<file path="src/rtl/aes_shiftrows_pipe.sv">
// Pipelined ShiftRows / InvShiftRows for Rijndael states of 4, 6 or 8 columns.
// The permutation is pure wiring; a 2-entry output FIFO gives full throughput under backpressure.
module aes_shiftrows_pipe #(
  parameter int NB = 4,
  localparam int W = 32 * NB
) (
  input  logic         clk,
  input  logic         rst,
  input  logic         in_valid,
  output logic         in_ready,
  input  logic [W-1:0] in_data,
  input  logic         in_inv,
  output logic         out_valid,
  input  logic         out_ready,
  output logic [W-1:0] out_data,
  output logic         out_inv
);

  if (!(NB == 4 || NB == 6 || NB == 8)) begin : g_nb_check
    $error("aes_shiftrows_pipe: NB must be 4, 6 or 8");
  end

  // Rijndael row offsets: the 256-bit block skips offset 2 on rows 2 and 3.
  function automatic int row_shift(input int r);
    if (NB == 8)
      return (r < 2) ? r : r + 1;
    else
      return r;
  endfunction

  logic [W-1:0] fwd_data;
  logic [W-1:0] inv_data;
  logic [W-1:0] shifted;

  for (genvar gi = 0; gi < 4; gi++) begin : g_row
    for (genvar gj = 0; gj < NB; gj++) begin : g_col
      localparam int SH      = row_shift(gi);
      localparam int ROW_LSB = (3 - gi) * 8 * NB;
      localparam int FWD_SRC = (gj + SH) % NB;
      localparam int INV_SRC = (gj + NB - SH) % NB;
      localparam int DST     = ROW_LSB + 8 * (NB - 1 - gj);
      assign fwd_data[DST +: 8] = in_data[ROW_LSB + 8 * (NB - 1 - FWD_SRC) +: 8];
      assign inv_data[DST +: 8] = in_data[ROW_LSB + 8 * (NB - 1 - INV_SRC) +: 8];
    end
  end

  assign shifted = in_inv ? inv_data : fwd_data;

  logic [1:0]   count_reg, count_next;
  logic [W-1:0] data0_reg, data0_next;
  logic [W-1:0] data1_reg, data1_next;
  logic         inv0_reg, inv0_next;
  logic         inv1_reg, inv1_next;
  logic         push, pop;

  // in_ready comes only from the registered count, never from out_ready.
  assign in_ready  = ~count_reg[1];
  assign out_valid = (count_reg != 2'd0);
  assign out_data  = data0_reg;
  assign out_inv   = inv0_reg;
  assign push      = in_valid & in_ready;
  assign pop       = out_valid & out_ready;

  always_comb begin
    count_next = count_reg;
    data0_next = data0_reg;
    data1_next = data1_reg;
    inv0_next  = inv0_reg;
    inv1_next  = inv1_reg;
    case ({push, pop})
      2'b10: begin
        if (count_reg == 2'd0) begin
          data0_next = shifted;
          inv0_next  = in_inv;
        end else begin
          data1_next = shifted;
          inv1_next  = in_inv;
        end
        count_next = count_reg + 2'd1;
      end
      2'b01: begin
        data0_next = data1_reg;
        inv0_next  = inv1_reg;
        data1_next = '0;
        inv1_next  = 1'b0;
        count_next = count_reg - 2'd1;
      end
      2'b11: begin
        // Only reachable with one entry: the new result replaces the leaving head.
        data0_next = shifted;
        inv0_next  = in_inv;
      end
      default: ;
    endcase
  end

  always_ff @(posedge clk) begin
    if (rst) begin
      count_reg <= 2'd0;
      data0_reg <= '0;
      data1_reg <= '0;
      inv0_reg  <= 1'b0;
      inv1_reg  <= 1'b0;
    end else begin
      count_reg <= count_next;
      data0_reg <= data0_next;
      data1_reg <= data1_next;
      inv0_reg  <= inv0_next;
      inv1_reg  <= inv1_next;
    end
  end

endmodule

</file>
<file path="config.mk">
export PLATFORM = sky130hd
export DESIGN_NAME = aes_shiftrows_pipe
export DESIGN_NICKNAME = d
export VERILOG_FILES = /design/src/rtl/aes_shiftrows_pipe.sv
export SDC_FILE = /design/constraint.sdc
export NUM_CORES = 1
export LEC_CHECK = 0
export CORE_MARGIN = 3
export CORE_UTILIZATION = 50
export CTS_CLUSTER_SIZE = 30
export DETAILED_ROUTE_END_ITERATION = 10
export DONT_BUFFER_PORTS = 1
export HOLD_SLACK_MARGIN = 0.06
export PLACE_DENSITY = 0.71
export SYNTH_ARGS = -nofsm -noshare
export SYNTH_HDL_FRONTEND = slang
export SYNTH_SLANG_ARGS = --single-unit
</file>
<file path="constraint.sdc">
create_clock -name clk -period 3.2 [get_ports clk]
set_input_delay 0.32 -clock clk [delete_from_list [all_inputs] [get_ports clk]]
set_output_delay 0.32 -clock clk [all_outputs]
set_load 0.01 [all_outputs]
</file>
## Yosys cells after proc, flatten, opt, wreduce, memory -nomap -nowiden

Cells that the tools add are included.

| cells by class | value |
|---|---|
| $lt $le $gt $ge | 0 |
| divide/modulo/power cells | 0 |
| multiply operators | 0 |
| reduce and logical (&&, ||, !) cells | 6 |
| shift operators | 0 |
| equal/unequal tests | 5 |
| bitwise logic cells | 3 |
| mux-type cells | 10 |
| add/sub/neg operators | 2 |

Operators with widths:

| operator | count |
|---|---|
| $pmux 128 s3 | 1 |
| $mux 128 | 2 |
| $pmux 128 s2 | 1 |
| $mux 96 | 1 |
| $eq 2x2->1 const B | 2 |
| $ne 2x2->1 const B | 2 |
| $pmux 2 s2 | 1 |
| $reduce_and 2->1 | 2 |
| $reduce_bool 2->1 | 2 |
| $pmux 1 s3 | 1 |
| $reduce_bool 3->1 | 1 |
| $add 2x1->2 const B | 1 |
| $and 1x1->1 | 2 |
| $eq 2x1->1 const B | 1 |
| $logic_not 2->1 | 1 |
| $mux 1 | 2 |
| $pmux 1 s2 | 1 |
| $sub 2x1->2 const B | 1 |
| $not 1->1 | 1 |

| storage, ports and cells | value |
|---|---|
| register bits | 260 |
| bits of input ports | 133 |
| word-level logic and storage cells | 31 |
| RAM bits | 0 |
| latch bits | 0 |
| output and inout bits | 131 |
| bits in read-only memories | 0 |
| memories kept | 0 |

## Logic depth before layout (Yosys ltp)

Gate-level depths: netlist of run 1.

| depth | value |
|---|---|
| depth in word-level cells | 5 |
| mapped depth | 11 |
| mapped depth without buffers | 6 |

## Worst setup path before layout of run 1

No wires, ideal clock.

| path | value |
|---|---|
| path kind | reg2reg |
| from | register count_reg[0] |
| to | register data0_reg[10], in the netlist out_data[10] |
| setup slack | 0.876 ns |
| period minus slack after synthesis | 2.324 ns |
| arrival time | 2.201 ns |
| cell stages (with the launch flop) | 11 |
| buffers on the path | 6 |
| required time | 3.078 ns |
| library setup time | 0.122 ns |
| cells stage by stage | dfxtp_1 buf_2 o21a_1 buf_2 clkbuf_1 ha_1 buf_2 buf_6 clkbuf_1 mux2i_1 o22ai_1 |

| between the ends | value |
|---|---|
| longest elaborated chain between the ends | 5 |
| elaborated cells on any way between the ends | 10 |
| classes of those cells | eq/ne (4); mux (1); bitwise (1); reduce/logical (4) |

RTL lines:

| element | RTL line | RTL |
|---|---|---|
| from (decl) | 49 | `logic [1:0] count_reg, count_next;` |
| from (signal assigned) | 105 | `count_reg <= count_next;` |
| $reduce_bool 2->1 | 58 | `assign out_valid = (count_reg != 2'd0);` |
| $and 1x1->1 | 62 | `assign pop = out_valid & out_ready;` |
| $eq 2x2->1 / $eq 2x1->1 (equally long branches) | 70 | `case ({push, pop})` |
| $ne 2x2->1 (no line) / $reduce_bool 3->1 (equally long branches) | - |  |
| $reduce_and 2->1 (no line) | - |  |
| to (signal assigned) | 106 | `data0_reg <= data0_next;` |
| to (decl) | 50 | `logic [W-1:0] data0_reg, data0_next;` |

Parallel ways exist; a longest one is shown, timed or not.
A chain may end at the register's enable or synchronous reset.

## Worst setup path after layout of run 1

| path | value |
|---|---|
| from | register count_reg[1] |
| to | register data0_reg[53], in the netlist out_data[53] |

| between the ends | value |
|---|---|
| longest elaborated chain between the ends | 5 |
| elaborated cells on any way between the ends | 12 |
| classes of those cells | eq/ne (4); mux (1); bitwise (3); reduce/logical (4) |

RTL lines:

| element | RTL line |
|---|---|
| $reduce_bool 2->1 / $not 1->1 (equally long branches) | 58, 57 |
| $and 1x1->1, on equally long branches | 62, 61 |
| $eq 2x2->1 / $eq 2x1->1 (equally long branches) | 70 |
| $ne 2x2->1 (no line) / $reduce_bool 3->1 (equally long branches) | - |
| $reduce_and 2->1 (no line) | - |

Parallel ways exist; a longest one is shown, timed or not.

==> flow_summary.toml, run 1 <==
[status]
outcome = "finished, final reports clean"

[setup_path]
end_kind = "flip-flop"
critical_path.max_fanout = 52
cp.required_ns = 3.61
cp_slowest_stage_delay_ns = 0.58
arrival_ns = 3.40
crit_slowest_cell = "dlygate4sd3_1"
crit_top_cell = "buf_4"
worstPathCellList = "o21a_2 -> buf_4 -> or2_4 -> buf_4 -> a211oi_2 -> dlygate4sd3_1"
setup.worst_path.start_class = "flip-flop"
critPathKind = "flip-flop to flip-flop"

[min_path]
hp-class = "input port to flip-flop"

[timing]
relSlewSlack = 0.380
final_hold_viol_count = 0
worst_pin_slew_ns = 0.929
fin_worst_skew_ns = 0.0156
rsz0062_at_grt = "no"
setup_violations = 0
drv_slew = 0
setup_tns_ns = 0
fin_crit_sh = 0.934
fmax_mhz = 335
fin_crit_ns = 2.99

[grt]
grtUsageTotal = 0.254
grt_pass1_vias = 9768
grt_max_degree = 152
antenna_found_initial = 3
grt-ovfl-total = 0
grt_pass1_wl_mm = 54.2

[floorplanning]
dieArea_sq_um = 25500
num_rows = 55
io_pins = 264
start_util = 0.516
dieWidth_um = 160
core_area_sq_um = 22900
die_y_um = 160

[routing]
drc_errors = 0
dr.pass1.iters = 5
ant_nets = 0
via_per_inst = 6.19
wl_per_cell_um = 21.3
wirelength_mm = 34.2
vias = 9941
first_iter_violations = 918

[final_layout]
area_growth_syn_to_layout_pct = 16.0
drive_gt1_frac = 0.145
stdcell_area_sq_um = 13700
nets = 1406

[cts]
cts.sinks = 260
htree_levels = 1
clockBufferDepth = 3
insertion_delay_ns = 0.54
clk_transition_reported_paths_ns = 0.06
cts-root-buf = "clkbuf_16"
cts_post_setup_buffers_inserted = 0
cts_buffers = 28
cts_tree = "yes"

[synth]
synth_commonest_cells = "260 x dfxtp_1, 130 x a21oi_1, 130 x o21ai_0"
synth_edf_count = 0
syn_inst = 1265
yosysTopAreaCell = "dfxtp_1"
synthFlopType = "dfxtp_1"
ys_ff_latch = 260
synth_fp_nets = 1401
synth.avg_cell_area_sq_um = 9.34
synth_cell_types = 31
synth_warnings = 0
ys_top_cells_by_area = "dfxtp_1 44%, mux2i_1 11%, mux2_2 6.1%"
synth_area_sq_um = 11800
yosysSeqAreaShare = 0.441
synth_top_area_share = 0.441
async_reset_ff_frac = 0
synth_most_common_cell = "dfxtp_1"

[placed_design]
place_area_sq_um = 11800
port_buffers = 0
place_congestion = 0.750
hpwl_mm = 18.5

[job]
maxCapViolCount = 0

[power]
peakVddDrop_mv = 0.516
power_density_nw_per_um2 = 937
power_leakage_uw = 0.00452
-- final timing paths --
kind / depth (start not counted) / slack, ns / start / to
hold reg to reg: 2 / 0.47 / data1_reg[16]$_SDFFE_PP0P_ / data1_reg[16]$_SDFFE_PP0P_
setup reg to reg: 6 / 0.21 / count_reg[1]$_SDFFE_PP0P_ / out_data[53]$_SDFFE_PP0P_
setup / recovery: 6 / 0.21 / count_reg[1]$_SDFFE_PP0P_ / out_data[53]$_SDFFE_PP0P_
hold / removal: 2 / 0.09 / in_data[43] / out_data[59]$_SDFFE_PP0P_
-- per-stage QoR --
stage / instances / utilization / power, uW / worst slack, ns / hold WS, ns
after floorplan: 1265 / - / 8250 / 0.876 / 0.449
after global placement: 1455 / 0.516 / 9250 / 0.614 / 0.399
after detailed placement: 1455 / 0.516 / 9330 / 0.573 / 0.402
after CTS: 1601 / 0.597 / 12800 / 0.0520 / 0.0611
after global routing: 1606 / 0.598 / 13600 / 0.0637 / 0.0769
final: 1606 / 0.598 / 12800 / 0.212 / 0.0862
-- critical path, delay by kind of cell, from the launching register on --
kind            cells  cell delay (ns)
flops               1             0.50
buf+inv             3             1.51
simple gates        1             0.45
compound gates      2             0.39
-- what timing repair did --
action | in CTS | in global routing
hold endpoints to repair | 196 | 0
setup endpoints to repair | 0 | 16
hold buffers | 96 | 0
resized for setup | 0 | 1
-- final cells by class --
class,instances,area [sq um]
fill,1961,9210
multi-input combinational,859,6000
sequential,260,5200
timing repair buffer,117,1200
clock buffer,44,852
tap,313,392
clock inverter,6,30.0
inverter,4,15.0
antenna,3,7.51
-- cell usage in the layout (no fill, tap or decap), types with 46 or more instances in the layout --
cell type        n
dfxtp_1        260
o21ai_0        130
a21oi_1        130
mux2i_1        129
dlygate4sd3_1   95
nor3_1          65
nand3_1         65
mux2_2          64
nand2_1         64
o22ai_1         64
nand3b_1        64
a211oi_2        46
-- where the power goes --
part           switching (uW)  internal [uW]
sequential                867           4080
clock                    1310           1810
combinational            2970           1810
total                    5140           7700
-- cell families after synthesis --
kind of cell,synth area share
mux,0.170
simple gates,0.121
xor+xnor,0.00148
flops,0.441
fa+ha+maj,0.00318
buf+inv,0.0566
compound gates,0.207
-- layer usage --
layer,vias up,share of wire,GRT usage
met2,398,0.46,0.400
li1,4640,-,-
met4,0,0.028,0.0816
met1,4840,0.42,0.336
met3,63,0.088,0.0757
met5,-,0,0
Note: power is estimated with default switching activity, not from simulation.
==> inputs of run 2 (changes only) <==
--- a/config.mk
+++ b/config.mk
@@ -5,6 +5,7 @@
 export SDC_FILE = /design/constraint.sdc
 export NUM_CORES = 1
 export LEC_CHECK = 0
+export CORE_ASPECT_RATIO = 0.8
 export CORE_MARGIN = 3
 export CORE_UTILIZATION = 50
 export CTS_CLUSTER_SIZE = 30
==> run 2 against run 1 <==
Compared with the run above:
- critical path depth grew 2
- cell count shrank 0.31%
- die area is essentially flat
- worst setup slack gained 0.035 ns
==> flow_summary.toml, run 2 (synthesis results as in run 1) <==
[cts]
cts.sinks = 260
htree_levels = 1
cts-root-buf = "clkbuf_16"
cts_buffers = 27
postCtsHoldBufs = 99
cts_post_setup_buffers_inserted = 0
clockBufferDepth = 3
insertion_delay_ns = 0.51
post_cts_resized = 0
cts_tree = "yes"
clk_transition_reported_paths_ns = 0.06

[floorplanning]
num_rows = 49
io_pins = 264
core_area_sq_um = 22900
dieArea_sq_um = 25500
start_util = 0.517
dieWidth_um = 178
die_y_um = 143

[setup_path]
ff2ff_path_depth = 8
end_kind = "flip-flop"
crit_path_end = "data1_reg[124]$_SDFFE_PP0P_"
r2r_end = "data1_reg[124]$_SDFFE_PP0P_"
ff2ff_setup_slack_ns = 0.25
r2r_start = "count_reg[1]$_SDFFE_PP0P_"
critical_path.max_fanout = 65
cp.required_ns = 3.66
critPathKind = "flip-flop to flip-flop"
crit_start = "count_reg[1]$_SDFFE_PP0P_"
arrival_ns = 3.41
setup.worst_path.start_class = "flip-flop"

[timing]
final_hold_viol_count = 0
fin_crit_ns = 2.95
setup_tns_ns = 0
relSlewSlack = 0.474
fin_crit_sh = 0.923
layout_setup_ws_ns = 0.247
fmax_mhz = 339
setup_violations = 0
drv_slew = 0
fin_worst_skew_ns = 0.00975
rsz0062_at_grt = "no"
worst_pin_slew_ns = 0.789

[power]
power_frac_comb = 0.368
switching_share = 0.390
power_density_nw_per_um2 = 946
power_leakage_uw = 0.00462
pwr-share-seq = 0.379
p_int_uw = 7990
pwr-share-clk = 0.253
peakVddDrop_mv = 0.544
power.net_switching_uw = 5110

[final_layout]
multi_input_area_sq_um = 5990
nets = 1412
n_antenna_cell = 0
final_common_cell = "dfxtp_1"
seq_area_sq_um = 5200
drive_gt1_frac = 0.147
area_growth_syn_to_layout_pct = 17.3
final_cell_mix = "260 x dfxtp_1, 130 x o21ai_0, 130 x a21oi_1"
fill_cells = 1900

[placed_design]
hpwl_mm = 19.7
port_buffers = 0
dp_slack_ns = 0.864
place_congestion = 0.796

[routing]
drc_errors = 0
via_per_inst = 6.25
vias = 10000
first_iter_violations = 780
dr.pass1.iters = 5
wirelength_mm = 34.3
wl_per_cell_um = 21.4
ant_nets = 0

[grt]
grt-ovfl-total = 0
grtUsageTotal = 0.255
grt_pass1_vias = 9660
grt_pass1_wl_mm = 53.5
grt_max_degree = 144
antenna_found_initial = 0

[status]
outcome = "finished, final reports clean"

[min_path]
hp-class = "input port to flip-flop"

[job]
maxCapViolCount = 0
==> run 2: changes by cell type in the layout (fill, tap and decap cells not counted), sizes merged <==
cell,previous run,this run
clkbuf,44,37
buf,22,28
bufinv,0,5
diode,3,0
dlygate4sd3,95,98
nor2,4,2
==> run 2: metal layers <==
metal,share of wire,global-route usage,routed length (um),up-vias
li1,-,-,-,4656
met1,0.43,0.357,14700,4864
met2,0.45,0.391,15500,432
met3,0.092,0.0718,3170,56
met4,0.024,0.0657,832,0
met5,0,0,0,-
==> run 2: how the worst min path moves through the flow <==
stage | end | startpoint | cells after the start | slack (ns)
5_1_grt | out_data[61]$_SDFFE_PP0P_ | in_data[45] | 2 | 0.07
4_1_cts | out_data[46]$_SDFFE_PP0P_ | in_data[62] | 2 | 0.06
3_5_place_dp | out_data[126]$_SDFFE_PP0P_ | rst | 1 | 0.40
2_1_floorplan | data1_reg[10]$_SDFFE_PP0P_ | data1_reg[10]$_SDFFE_PP0P_ | 2 | 0.45
6_report | out_data[46]$_SDFFE_PP0P_ | in_data[62] | 2 | 0.08
3_3_place_gp | out_data[43]$_SDFFE_PP0P_ | rst | 1 | 0.40
==> run 2: final cells by class <==
| type | instances | area share |
|---|---|---|
| clock buffer | 37 | 0.0544 |
| clock inverter | 11 | 0.0130 |
| inverter | 4 | 0.00108 |
| multi-input combinational | 857 | 0.433 |
| sequential | 260 | 0.376 |
| tap | 306 | 0.0276 |
| timing repair buffer | 126 | 0.0956 |
==> run 2: through the flow <==
step	total power (uW)	hold WS (ns)	util	instance area, sq um	cells
6_report	13100	0.0780	0.606	13900	1601
5_1_grt	13800	0.0709	0.606	13900	1601
4_1_cts	13100	0.0614	0.606	13900	1601
3_5_place_dp	9420	0.404	0.521	11900	1454
3_3_place_gp	9320	0.403	0.521	11900	1454
2_1_floorplan	8250	0.449	-	11800	1265
==> run 2: power groups by stage <==
stage          Clock, uW  Combinational (uW)  Sequential [uW]
2_1_floorplan          0                3510             4750
3_3_place_gp           0                4310             5000
3_5_place_dp           0                4390             5020
4_1_cts             3370                4760             4960
5_1_grt             3510                5230             5060
6_report            3320                4820             4970
==> run 2: worst max-delay path: stages, from the launching register on <==
cell and delay, ns:
dfxtp_1 0.40, o21a_2 0.36, inv_1 0.09, ha_1 0.25
nor3b_2 0.24, buf_4 0.57, o21ai_0 0.20, a21oi_1 0.21
dlygate4sd3_1 0.56
==> inputs of run 3 (changes only) <==
--- a/config.mk
+++ b/config.mk
@@ -16,3 +16,4 @@
 export SYNTH_ARGS = -nofsm -noshare
 export SYNTH_HDL_FRONTEND = slang
 export SYNTH_SLANG_ARGS = --single-unit
+export TNS_END_PERCENT = 100
==> results of run 3 <==
Same layout as run 2: the final DEF is identical, and so are final timing and power.
